**src/rtl/board_audio_out.sv**
```systemverilog
// board_audio_out
//   Board-level audio output stage. Stereo signed PCM pairs enter through a
//   one-entry valid/ready holding register. At every frame start the pair moves
//   into the playing registers. The playing pair is then sent out two ways:
//   as a Philips I2S stream, and as a first-order sigma-delta 1-bit stream per
//   channel.
//
//   Parameters
//     DW        PCM sample width (8..24), signed two's complement
//     SLOT_BITS BCK periods per channel slot (>= DW+1)
//     CLK_DIV   clk_sys cycles per BCK half-period (>= 2)
//
//   Ports
//     clk_sys, reset          clock / async active-high reset
//     sample_l, sample_r      PCM pair from the core
//     sample_valid            pair offered
//     sample_ready            holding register empty
//     I2S_BCK/LRCK/DATA       I2S stream (LRCK 0 = left), MSB first, 1-BCK delay
//     AUDIO_L, AUDIO_R        sigma-delta bitstreams
//     underrun                1-cycle pulse: frame started with nothing buffered
module board_audio_out #(
    parameter int DW        = 16,
    parameter int SLOT_BITS = 32,
    parameter int CLK_DIV   = 4
) (
    input  logic          clk_sys,
    input  logic          reset,
    input  logic [DW-1:0] sample_l,
    input  logic [DW-1:0] sample_r,
    input  logic          sample_valid,
    output logic          sample_ready,
    output logic          I2S_BCK,
    output logic          I2S_LRCK,
    output logic          I2S_DATA,
    output logic          AUDIO_L,
    output logic          AUDIO_R,
    output logic          underrun
);
    localparam int DIV_W = $clog2(CLK_DIV);
    localparam int BIT_W = $clog2(2 * SLOT_BITS);
    localparam int IDX_W = $clog2(DW);

    logic [DIV_W-1:0] div_cnt;
    logic             div_wrap;
    logic             bck_fall;
    logic             started;
    logic [BIT_W-1:0] bit_cnt;
    logic [BIT_W-1:0] pos_next;
    logic [BIT_W-1:0] slot_pos;
    logic             in_right;
    logic             frame_start;
    logic             full;
    logic [DW-1:0]    hold_l, hold_r;
    logic [DW-1:0]    play_l, play_r;
    logic [DW-1:0]    cur_sample;
    logic [IDX_W-1:0] bit_idx;
    logic             data_nxt;
    logic [DW-1:0]    u_l, u_r;
    logic [DW:0]      acc_l, acc_r;

    assign div_wrap     = (div_cnt == DIV_W'(CLK_DIV - 1));
    assign bck_fall     = div_wrap && I2S_BCK;
    assign sample_ready = !full;

    // Position of the falling edge about to happen. The very first falling
    // edge after reset is position 0, so the counter only advances once started.
    always_comb begin
        pos_next = '0;
        if (started)
            pos_next = (bit_cnt == BIT_W'(2 * SLOT_BITS - 1)) ? '0 : bit_cnt + 1'b1;
        in_right   = (pos_next >= BIT_W'(SLOT_BITS));
        slot_pos   = in_right ? pos_next - BIT_W'(SLOT_BITS) : pos_next;
        cur_sample = in_right ? play_r : play_l;
        // Slot position p carries sample bit DW-p (one-BCK delay, MSB first).
        bit_idx    = IDX_W'(DW - int'(slot_pos));
        data_nxt   = 1'b0;
        if (slot_pos >= BIT_W'(1) && slot_pos <= BIT_W'(DW))
            data_nxt = cur_sample[bit_idx];
    end

    assign frame_start = bck_fall && (pos_next == '0);

    // Bit clock, bit counter and the serial outputs. LRCK/DATA only move
    // together with the BCK falling edge.
    always_ff @(posedge clk_sys or posedge reset) begin
        if (reset) begin
            div_cnt  <= '0;
            I2S_BCK  <= 1'b0;
            started  <= 1'b0;
            bit_cnt  <= '0;
            I2S_LRCK <= 1'b0;
            I2S_DATA <= 1'b0;
        end else begin
            div_cnt <= div_wrap ? '0 : div_cnt + 1'b1;
            if (div_wrap)
                I2S_BCK <= ~I2S_BCK;
            if (bck_fall) begin
                started  <= 1'b1;
                bit_cnt  <= pos_next;
                I2S_LRCK <= in_right;
                I2S_DATA <= data_nxt;
            end
        end
    end

    // Holding and playing registers. A frame start only looks at the
    // registered full flag; a write arriving in an underrun frame-start cycle
    // is simply buffered for the next frame.
    always_ff @(posedge clk_sys or posedge reset) begin
        if (reset) begin
            full     <= 1'b0;
            hold_l   <= '0;
            hold_r   <= '0;
            play_l   <= '0;
            play_r   <= '0;
            underrun <= 1'b0;
        end else begin
            underrun <= frame_start && !full;
            if (frame_start && full) begin
                play_l <= hold_l;
                play_r <= hold_r;
                full   <= 1'b0;
            end else if (sample_valid && sample_ready) begin
                hold_l <= sample_l;
                hold_r <= sample_r;
                full   <= 1'b1;
            end
        end
    end

    // First-order sigma-delta: the carry out of an offset-binary accumulator
    // is the 1-bit output.
    assign u_l = {~play_l[DW-1], play_l[DW-2:0]};
    assign u_r = {~play_r[DW-1], play_r[DW-2:0]};

    always_ff @(posedge clk_sys or posedge reset) begin
        if (reset) begin
            acc_l   <= '0;
            acc_r   <= '0;
            AUDIO_L <= 1'b0;
            AUDIO_R <= 1'b0;
        end else begin
            acc_l   <= {1'b0, acc_l[DW-1:0]} + {1'b0, u_l};
            acc_r   <= {1'b0, acc_r[DW-1:0]} + {1'b0, u_r};
            AUDIO_L <= acc_l[DW];
            AUDIO_R <= acc_r[DW];
        end
    end

endmodule
```
**config.mk**
```make
export PLATFORM = sky130hd
export DESIGN_NAME = board_audio_out
export DESIGN_NICKNAME = d
export VERILOG_FILES = /design/src/rtl/board_audio_out.sv
export SDC_FILE = /design/constraint.sdc
export NUM_CORES = 1
export LEC_CHECK = 0
export ABC_CLOCK_PERIOD_IN_PS = 4100
export BUFFER_PORTS_ARGS = -buffer_cell sky130_fd_sc_hd__buf_2
export CORE_MARGIN = 5
export CORE_UTILIZATION = 35
export DETAILED_ROUTE_END_ITERATION = 6
export GPL_TIMING_DRIVEN = 0
export PLACE_DENSITY_LB_ADDON = 0.1
export SLEW_MARGIN = 20
export SYNTH_ARGS = -nofsm -noshare
export SYNTH_HDL_FRONTEND = slang
export SYNTH_SLANG_ARGS = --single-unit
```
**constraint.sdc**
```tcl
create_clock -name clk_sys -period 4.1 [get_ports clk_sys]
set_input_delay 0.41 -clock clk_sys [delete_from_list [all_inputs] [get_ports clk_sys]]
set_output_delay 0.41 -clock clk_sys [all_outputs]
set_load 0.02 [all_outputs]
```
==> results.json, run 1 <==
{
  "worst_pin_slew_ps": 712,
  "n_antenna_cell": 0,
  "synthSimpleGateAreaFrac_pct": 7.62,
  "synth-adder-area-share_pct": 8.32,
  "rsz0062_at_grt": "no",
  "syn_inst": 474,
  "async_flop_share_pct": 100,
  "met3_usage_pct": 3.95,
  "setup_tns_ps": 0,
  "syn_area_sq_um": 5900,
  "grt.busiest_layer": "met2",
  "cpPeakStageDelay_ps": 570,
  "grt_overflow": 0,
  "hold_slack_ps": 65.8,
  "die_h_um": 140,
  "first_iter_violations": 165,
  "synth-compound-area-share_pct": 11.5,
  "synth.net_count": 547,
  "r2r-end": "play_l[1]",
  "synth_xor_area_share_pct": 4.75,
  "cts.clk_slew.worst_paths_ps": 50,
  "io_buffers": 41,
  "cts_tree": "yes",
  "r2r-start": "bit_cnt[0]",
  "cp_cell_sequence": "ha_1, nand2_2, o21ai_0, clkbuf_1, ha_1, o211ai_2, or4_1, or2_1, buf_6, buf_12, mux2_4",
  "cp-start-kind": "register",
  "grt_pass1_wl_um": 20700,
  "outcome": "finished clean",
  "die_x_um": 140,
  "core_area_sq_um": 16600,
  "cp-end-kind": "register",
  "cts-root-buf": "clkbuf_16",
  "timing.final.setup_violations": 0,
  "htree_levels": 4,
  "r2r_slack_ps": 640,
  "synth_edf_count": 0,
  "fmax_ghz": 0.289,
  "crit_type": "register to register",
  "p_per_area_nw_per_um2": 645,
  "finalCritPeriodShare_pct": 84.3,
  "post-cts-setup-buffer-count": 0,
  "crit_required_ps": 4390,
  "synth.area.mux_share_pct": 16.4,
  "final_cell_area_sq_um": 7010,
  "fp.dieArea_sq_um": 19500,
  "grtUsageTotal_pct": 13.6,
  "clockPowerShare_pct": 33.2,
  "fin_skew_ps": 7.03,
  "area_delta_synth_final_pct": 19.0,
  "clockBufferDepth": 2,
  "crit_path_frequent_cell": "ha_1",
  "p_leak_nw": 3.24,
  "detail_route.first_pass.iterations": 4,
  "start_util_pct": 35.6,
  "critical-path-slowest-cell": "or4_1",
  "syn_area_per_cell_sq_um": 12.4,
  "post-route-util_pct": 42.3,
  "ir_worst_vdd_uv": 288,
  "drv_cap": 0,
  "sw_frac_of_total_pct": 30.5,
  "ctsHoldBuffers": 0,
  "cts_inserted_buffers": 17,
  "place_hpwl_um": 9280,
  "viasPerCell": 4.96,
  "rows": 47,
  "ys_ff_latch": 114,
  "arrival_ps": 3750,
  "use_met1_pct": 17.5,
  "ant_nets": 0,
  "slew_violations": 0,
  "ff2ff_path_depth": 11,
  "layout_common_cells": "dfrtp_1, buf_2, mux2_2",
  "cts_resized": 0,
  "cts.sinks": 114,
  "drcViolationCount": 0,
  "via_count": 3809,
  "antenna_found_initial": 0,
  "p_seq_share_pct": 34.6,
  "grt_max_degree": 59,
  "seq_area_frac_synth_pct": 48.4,
  "relSlewSlack_pct": 52.5,
  "worstSkewPairLatency_ps": 410,
  "cp_top_family": "simple AND/OR/NAND/NOR gates",
  "gp_congestion": 0.789,
  "use_met2_pct": 21.6,
  "drt-total-wl_um": 12400,
  "fillers": 1559,
  "grt_pass1_vias": 4049,
  "intPower_mw": 3.14,
  "synth-main-ff-cell": "dfrtp_1",
  "hold_viol": 0,
  "fin_nets": 608,
  "yosys.cell_types.count": 54,
  "yosysWarnings": 0,
  "dpl-instance-area_sq_um": 6410,
  "crit_fanout": 10,
  "power.switching_mw": 1.38,
  "mostFrequentLayoutCell": "dfrtp_1",
  "combPwrFrac_pct": 32.2,
  "hold_path.class": "input pin to async pin",
  "crit_buf_inv": 3,
  "synth_top_family_by_area": "multiplexers",
  "fin_crit_ps": 3460,
  "drive_above_1_share_pct": 29.0,
  "avgRoutedWirePerCell_um": 16.2,
  "ioPinCount": 42
}
-- registers in the layout, indices dropped and copies added, names as in the netlist --
| name | count |
|---|---|
| started | 1 |
| full | 1 |
| hold_l | 16 |
| AUDIO_R | 1 |
| acc_r | 17 |
| underrun | 1 |
| acc_l | 17 |
| I2S_BCK | 1 |
| play_l | 16 |
| I2S_DATA | 1 |
| AUDIO_L | 1 |
| I2S_LRCK | 1 |
| div_cnt | 2 |
| bit_cnt | 6 |
| play_r | 16 |
| hold_r | 16 |
-- area by class of cell --
| type | count | area, sq um | area share (%) |
|---|---|---|---|
| multi-input combinational | 332 | 2870 | 40.8 |
| sequential | 114 | 2850 | 40.7 |
| clock buffer | 22 | 474 | 6.76 |
| tap | 220 | 275 | 3.92 |
| timing repair buffer | 42 | 233 | 3.32 |
| clock inverter | 10 | 131 | 1.87 |
| buffer | 14 | 125 | 1.78 |
| inverter | 14 | 57.6 | 0.821 |
-- cell families (layout without fill, tap and decap cells) --
family / count (synthesis) / after routing
fa+ha+maj: 38 / 38
mux: 77 / 77
compound gates: 97 / 97
xor+xnor: 32 / 32
buf+inv: 28 / 102
simple gates: 88 / 88
flops: 114 / 114
-- synthesized netlist by cell type (11+ instances only) --
| library cell | count | area, sq um |
|---|---|---|
| nand3_1 | 11 | 55.1 |
| nand2_1 | 28 | 105 |
| o21ai_0 | 14 | 70.1 |
| mux2_4 | 29 | 435 |
| ha_1 | 36 | 450 |
| a211oi_1 | 11 | 82.6 |
| xnor2_1 | 24 | 210 |
| mux2_2 | 39 | 439 |
| dfrtp_1 | 114 | 2850 |
| a21oi_1 | 20 | 100 |
| inv_1 | 14 | 52.6 |
-- layer usage --
layer,wire length (um),share of wire [%],vias up
met3,351,2.8,19
met1,5950,48,1878
met4,219,1.8,0
met2,5910,48,57
met5,0,0,-
li1,-,-,1855
-- power groups by stage --
| stage | sequential (mW) | clock [mW] | combinational (mW) |
|---|---|---|---|
| floorplan | 1.54 | 0 | 1.19 |
| global placement | 1.58 | 0 | 1.41 |
| detailed placement | 1.59 | 0 | 1.46 |
| CTS | 1.57 | 1.54 | 1.47 |
| global route | 1.60 | 1.61 | 1.65 |
| finish | 1.56 | 1.50 | 1.46 |
-- how the worst max path moves through the flow --
stage,startpoint,to,slack (ps),cells past startpoint
finish,bit_cnt[0],play_l[1],640,11
floorplan,reset,AUDIO_L,670,1
detailed placement,bit_cnt[0],play_l[1],670,11
global placement,reset,AUDIO_R,-840,2
global route,bit_cnt[0],play_l[9],460,11
CTS,bit_cnt[0],play_l[1],630,11
-- through the flow --
stage | setup WS (ps) | instances | power [mW]
6_report | 643 | 768 | 4.52
5_1_grt | 463 | 768 | 4.85
4_1_cts | 626 | 768 | 4.58
3_5_place_dp | 667 | 736 | 3.05
3_3_place_gp | -844 | 735 | 2.98
2_1_floorplan | 674 | 474 | 2.73
No activity file was read; power rests on OpenSTA's default activity.
==> inputs of run 2 (changes only) <==
- ABC_CLOCK_PERIOD_IN_PS: 4100 -> 3000
- clock period: 4.1 -> 3 ns (I/O delays scaled with it)
==> results.json, run 2 (same netlist as run 1, synthesis figures left out) <==
{
  "outcome": "finished clean",
  "first_iter_violations": 165,
  "grt_overflow": 0,
  "critical-path-slowest-cell": "a21oi_4",
  "r2r-end": "play_r[10]",
  "drcViolationCount": 0,
  "fin_crit_ps": 2850,
  "finalCritPeriodShare_pct": 95.0,
  "slew_violations": 0,
  "drive_above_1_share_pct": 30.4,
  "total_power_mw": 6.26,
  "cts.sinks": 114,
  "n_antenna_cell": 0,
  "grt_max_degree": 34,
  "setup_tns_ps": 0,
  "cts.clk_slew.worst_paths_ps": 60,
  "io_buffers": 41,
  "via_count": 3807,
  "ioPinCount": 42,
  "mostFrequentLayoutCell": "dfrtp_1",
  "worstSkewPairLatency_ps": 410,
  "cts_inserted_buffers": 17,
  "r2r-start": "bit_cnt[0]",
  "hold_path.class": "input pin to register",
  "start_util_pct": 35.6,
  "worst_pin_slew_ps": 754,
  "intPower_mw": 4.36,
  "antenna_found_initial": 0,
  "fmax_ghz": 0.351,
  "crit_required_ps": 3290,
  "combPwrFrac_pct": 32.0,
  "p_seq_share_pct": 34.1,
  "cp_top_family": "simple AND/OR/NAND/NOR gates",
  "core_area_sq_um": 16600,
  "seq_area_sq_um": 2850,
  "rsz0062_at_grt": "no",
  "grt_pass1_vias": 4042,
  "drt-total-wl_um": 12500,
  "cp_cell_sequence": "buf_4, nand3_1, or3_1, buf_2, a21oi_4, or4_4, or2_1, buf_6, buf_12, mux2_4",
  "clockPowerShare_pct": 33.9,
  "holdPathEnd": "hold_l[11]",
  "crit_start": "bit_cnt[0]",
  "sw_frac_of_total_pct": 30.4,
  "multi_input_area_sq_um": 2900,
  "crit_type": "register to register",
  "gp_congestion": 0.788,
  "clockBufferDepth": 2,
  "ant_nets": 0,
  "fin_skew_ps": 9.13,
  "htree_levels": 4,
  "cts-root-buf": "clkbuf_16",
  "die_x_um": 140,
  "r2r_slack_ps": 150,
  "place_hpwl_um": 9410,
  "detail_route.first_pass.iterations": 4,
  "fin_nets": 613,
  "fillers": 1564,
  "crit_fanout": 10,
  "arrival_ps": 3140,
  "min_path_cells": 2,
  "power.switching_mw": 1.90,
  "drv_cap": 0,
  "cts_tree": "yes",
  "reg_top3": "acc_l x17, acc_r x17",
  "p_leak_nw": 3.27,
  "timing.final.setup_violations": 0,
  "layout_common_cells": "dfrtp_1, buf_2, mux2_2",
  "crit_cells": 10,
  "cp-start-kind": "register",
  "hold_viol": 0,
  "die_h_um": 140,
  "area_delta_synth_final_pct": 20.8,
  "relSlewSlack_pct": 49.7,
  "hold_start": "sample_l[11]",
  "rows": 47,
  "fp.dieArea_sq_um": 19500,
  "crit_buf_inv": 4,
  "grt_pass1_wl_um": 21100,
  "cp-end-kind": "register",
  "ir_worst_vdd_uv": 371,
  "cpPeakStageDelay_ps": 430,
  "p_per_area_nw_per_um2": 879,
  "grtUsageTotal_pct": 13.7,
  "avgRoutedWirePerCell_um": 16.1,
  "ff2ff_path_depth": 10,
  "viasPerCell": 4.93
}
run 2: worst max path at each step:
stage	endpoint	slack, ps
floorplan	play_l[0]	10
global placement	play_r[10]	-390
detailed placement	play_l[8]	-400
CTS	play_r[10]	30
global route	play_r[10]	30
finish	play_r[10]	150
run 2: power groups by stage:
stage / Combinational [mW] / Sequential (mW) / Clock, mW
finish: 2.00 / 2.13 / 2.12
global route: 2.28 / 2.18 / 2.25
global placement: 1.93 / 2.15 / 0
floorplan: 1.62 / 2.11 / 0
CTS: 2.02 / 2.14 / 2.17
detailed placement: 1.99 / 2.17 / 0
run 2: timing repair:
| item | in CTS | in global routing |
|---|---|---|
| gates cloned | 0 | 0 |
| endpoints found under the hold margin | 22 | 0 |
| setup endpoints to repair | 33 | 29 |
| pin swaps | 1 | 2 |
| setup buffers | 2 | 0 |
| hold buffers | 1 | 0 |
| gates resized for setup | 5 | 6 |
run 2: per-stage QoR:
stage | std cells | worst slack, ps | util, % | cell area [sq um] | hold slack, ps
3_3_place_gp | 735 | -393 | 38.5 | 6380 | 332
6_report | 772 | 150 | 42.9 | 7120 | 118
4_1_cts | 772 | 31.0 | 42.8 | 7090 | 98.7
3_5_place_dp | 738 | -398 | 38.8 | 6440 | 336
5_1_grt | 772 | 25.2 | 42.9 | 7120 | 103
2_1_floorplan | 474 | 14.1 | - | 5900 | 331
run 2: layer usage:
metal	global-route usage (%)	routed length (um)
met1	18.3	5990
met2	21.4	5850
met3	4.19	409
met4	4.54	208
met5	0	0
run 2: cell type report:
| cell class | instances | share of cell area (%) |
|---|---|---|
| Clock buffer | 20 | 6.41 |
| Inverter | 14 | 0.791 |
| Timing Repair Buffer | 47 | 4.08 |
| Buffer | 14 | 1.86 |
| Clock inverter | 11 | 2.25 |
| Sequential cell | 114 | 40.1 |
| Multi-Input combinational cell | 332 | 40.7 |
| Tap cell | 220 | 3.87 |
==> inputs of run 3 (changes only) <==
--- a/config.mk
+++ b/config.mk
@@ -9,2 +9,3 @@
 export BUFFER_PORTS_ARGS = -buffer_cell sky130_fd_sc_hd__buf_2
+export CAP_MARGIN = 20
 export CORE_MARGIN = 5
==> constraint.sdc (replaced) <==
create_clock -name clk_sys -period 3 [get_ports clk_sys]
set_input_delay 0 -clock clk_sys [delete_from_list [all_inputs] [get_ports clk_sys]]
set_output_delay 0 -clock clk_sys [all_outputs]
set_load 0.02 [all_outputs]
==> results.json, run 3 (same netlist as run 1, synthesis figures left out) <==
{
  "viasPerCell": 4.88,
  "drv_cap": 0,
  "preCtsSetupSlack_ps": -398,
  "area_delta_synth_final_pct": 26.4,
  "grt_pass1_wl_um": 21500,
  "use_met2_pct": 22.0,
  "grt.busiest_layer": "met2",
  "via_count": 3927,
  "crit_type": "register to register",
  "grt_max_degree": 34,
  "finalCritPeriodShare_pct": 95.0,
  "r2r-end": "play_r[10]",
  "mostFrequentLayoutCell": "dfrtp_1",
  "cts_tree": "yes",
  "ioPinCount": 42,
  "reg_top3": "acc_l x17, acc_r x17",
  "fmax_ghz": 0.351,
  "worstSkewPairLatency_ps": 410,
  "seq_area_sq_um": 2850,
  "cts.clk_slew.worst_paths_ps": 50,
  "rows": 47,
  "grt_overflow": 0,
  "p_per_area_nw_per_um2": 844,
  "timing.final.setup_violations": 0,
  "start_util_pct": 35.6,
  "gp_congestion": 0.788,
  "cts_inserted_buffers": 17,
  "instances_no_fill": 805,
  "fin_crit_ps": 2850,
  "place_hpwl_um": 9410,
  "io_buffers": 41,
  "clockBufferDepth": 2,
  "detail_route.first_pass.iterations": 4,
  "drcViolationCount": 0,
  "arrival_ps": 3140,
  "fp.dieArea_sq_um": 19500,
  "grtUsageTotal_pct": 14.0,
  "fin_skew_ps": 7.97,
  "relSlewSlack_pct": 48.9,
  "die_x_um": 140,
  "avgRoutedWirePerCell_um": 15.8,
  "drt-total-wl_um": 12700,
  "dpl-instance-area_sq_um": 6440,
  "ant_nets": 0,
  "htree_levels": 4,
  "worst_pin_slew_ps": 766,
  "hold_path.class": "input pin to async pin",
  "core_area_sq_um": 16600,
  "crit_required_ps": 3290,
  "hold_viol": 0,
  "outcome": "finished clean",
  "cts.sinks": 114,
  "use_met1_pct": 18.5,
  "first_iter_violations": 179,
  "rsz0062_at_grt": "no",
  "die_h_um": 140,
  "cp-start-kind": "register",
  "layout_common_cells": "dfrtp_1, buf_2, mux2_2",
  "n_antenna_cell": 0,
  "fin_ws_ps": 151,
  "post-route-util_pct": 44.9,
  "final_cell_area_sq_um": 7450,
  "fillers": 1533,
  "fin_nets": 646,
  "r2r_slack_ps": 150,
  "r2r-start": "bit_cnt[0]",
  "slew_violations": 0,
  "met3_usage_pct": 4.15,
  "dp.cells": 738,
  "antenna_found_initial": 0,
  "grt_pass1_vias": 4133,
  "cp-end-kind": "register",
  "crit_fanout": 10,
  "p_leak_nw": 3.41,
  "drive_above_1_share_pct": 28.7,
  "ir_worst_vdd_uv": 371,
  "ff2ff_path_depth": 10,
  "cts-root-buf": "clkbuf_16",
  "multi_input_area_sq_um": 2900
}
[run 3: worst max-delay path by stage]
stage / end / cells past startpoint / start
global route: play_r[10] / 10 / bit_cnt[0]
CTS: play_r[10] / 11 / bit_cnt[1]
finish: play_r[10] / 10 / bit_cnt[0]
floorplan: play_l[0] / 11 / bit_cnt[0]
detailed placement: play_l[8] / 11 / bit_cnt[0]
global placement: play_r[10] / 11 / bit_cnt[0]
[run 3: final cells by class]
class | count | share of cell area, %
Buffer | 14 | 1.78
Clock buffer | 20 | 6.13
Clock inverter | 11 | 2.15
Inverter | 14 | 0.756
Multi-Input combinational cell | 332 | 38.9
Sequential cell | 114 | 38.3
Tap cell | 220 | 3.69
Timing Repair Buffer | 80 | 8.33
[run 3: critical path, stage by stage, from the launching register on]
cell and delay [ps]:
dfrtp_1 400, buf_4 150, nand3_1 220, or3_1 380
buf_2 180, a21oi_4 430, or4_4 240, or2_1 110
buf_6 150, buf_12 160, mux2_4 310
[run 3: routing by layer]
metal  vias up  routed length, um
met5         -                  0
met2        53               5980
li1       1921                  -
met4         0                208
met3        18                443
met1      1935               6080
[run 3: stage by stage]
stage	TNS, ps	power [mW]	hold slack [ps]
3_5_place_dp	-12190	4.16	94.6
4_1_cts	0	6.36	215
6_report	0	6.29	202
3_3_place_gp	-12080	4.08	232
5_1_grt	0	6.74	252
2_1_floorplan	0	3.73	117
[run 3: power by group]
| part | total (mW) | internal, mW | switching [mW] |
|---|---|---|---|
| clock | 2.12 | 1.42 | 0.700 |
| sequential | 2.13 | 1.95 | 0.187 |
| combinational | 2.04 | 1.02 | 1.02 |
| total | 6.29 | 4.38 | 1.91 |
[run 3: timing repair]
| action | CTS | global route |
|---|---|---|
| pin swaps | 1 | 2 |
| gates cloned | 0 | 0 |
| hold buffers | 34 | 0 |
| buffers inserted | 2 | 0 |
| endpoints found under the setup margin | 33 | 29 |
| endpoints found under the hold margin | 55 | 0 |
| gates resized for setup | 5 | 6 |
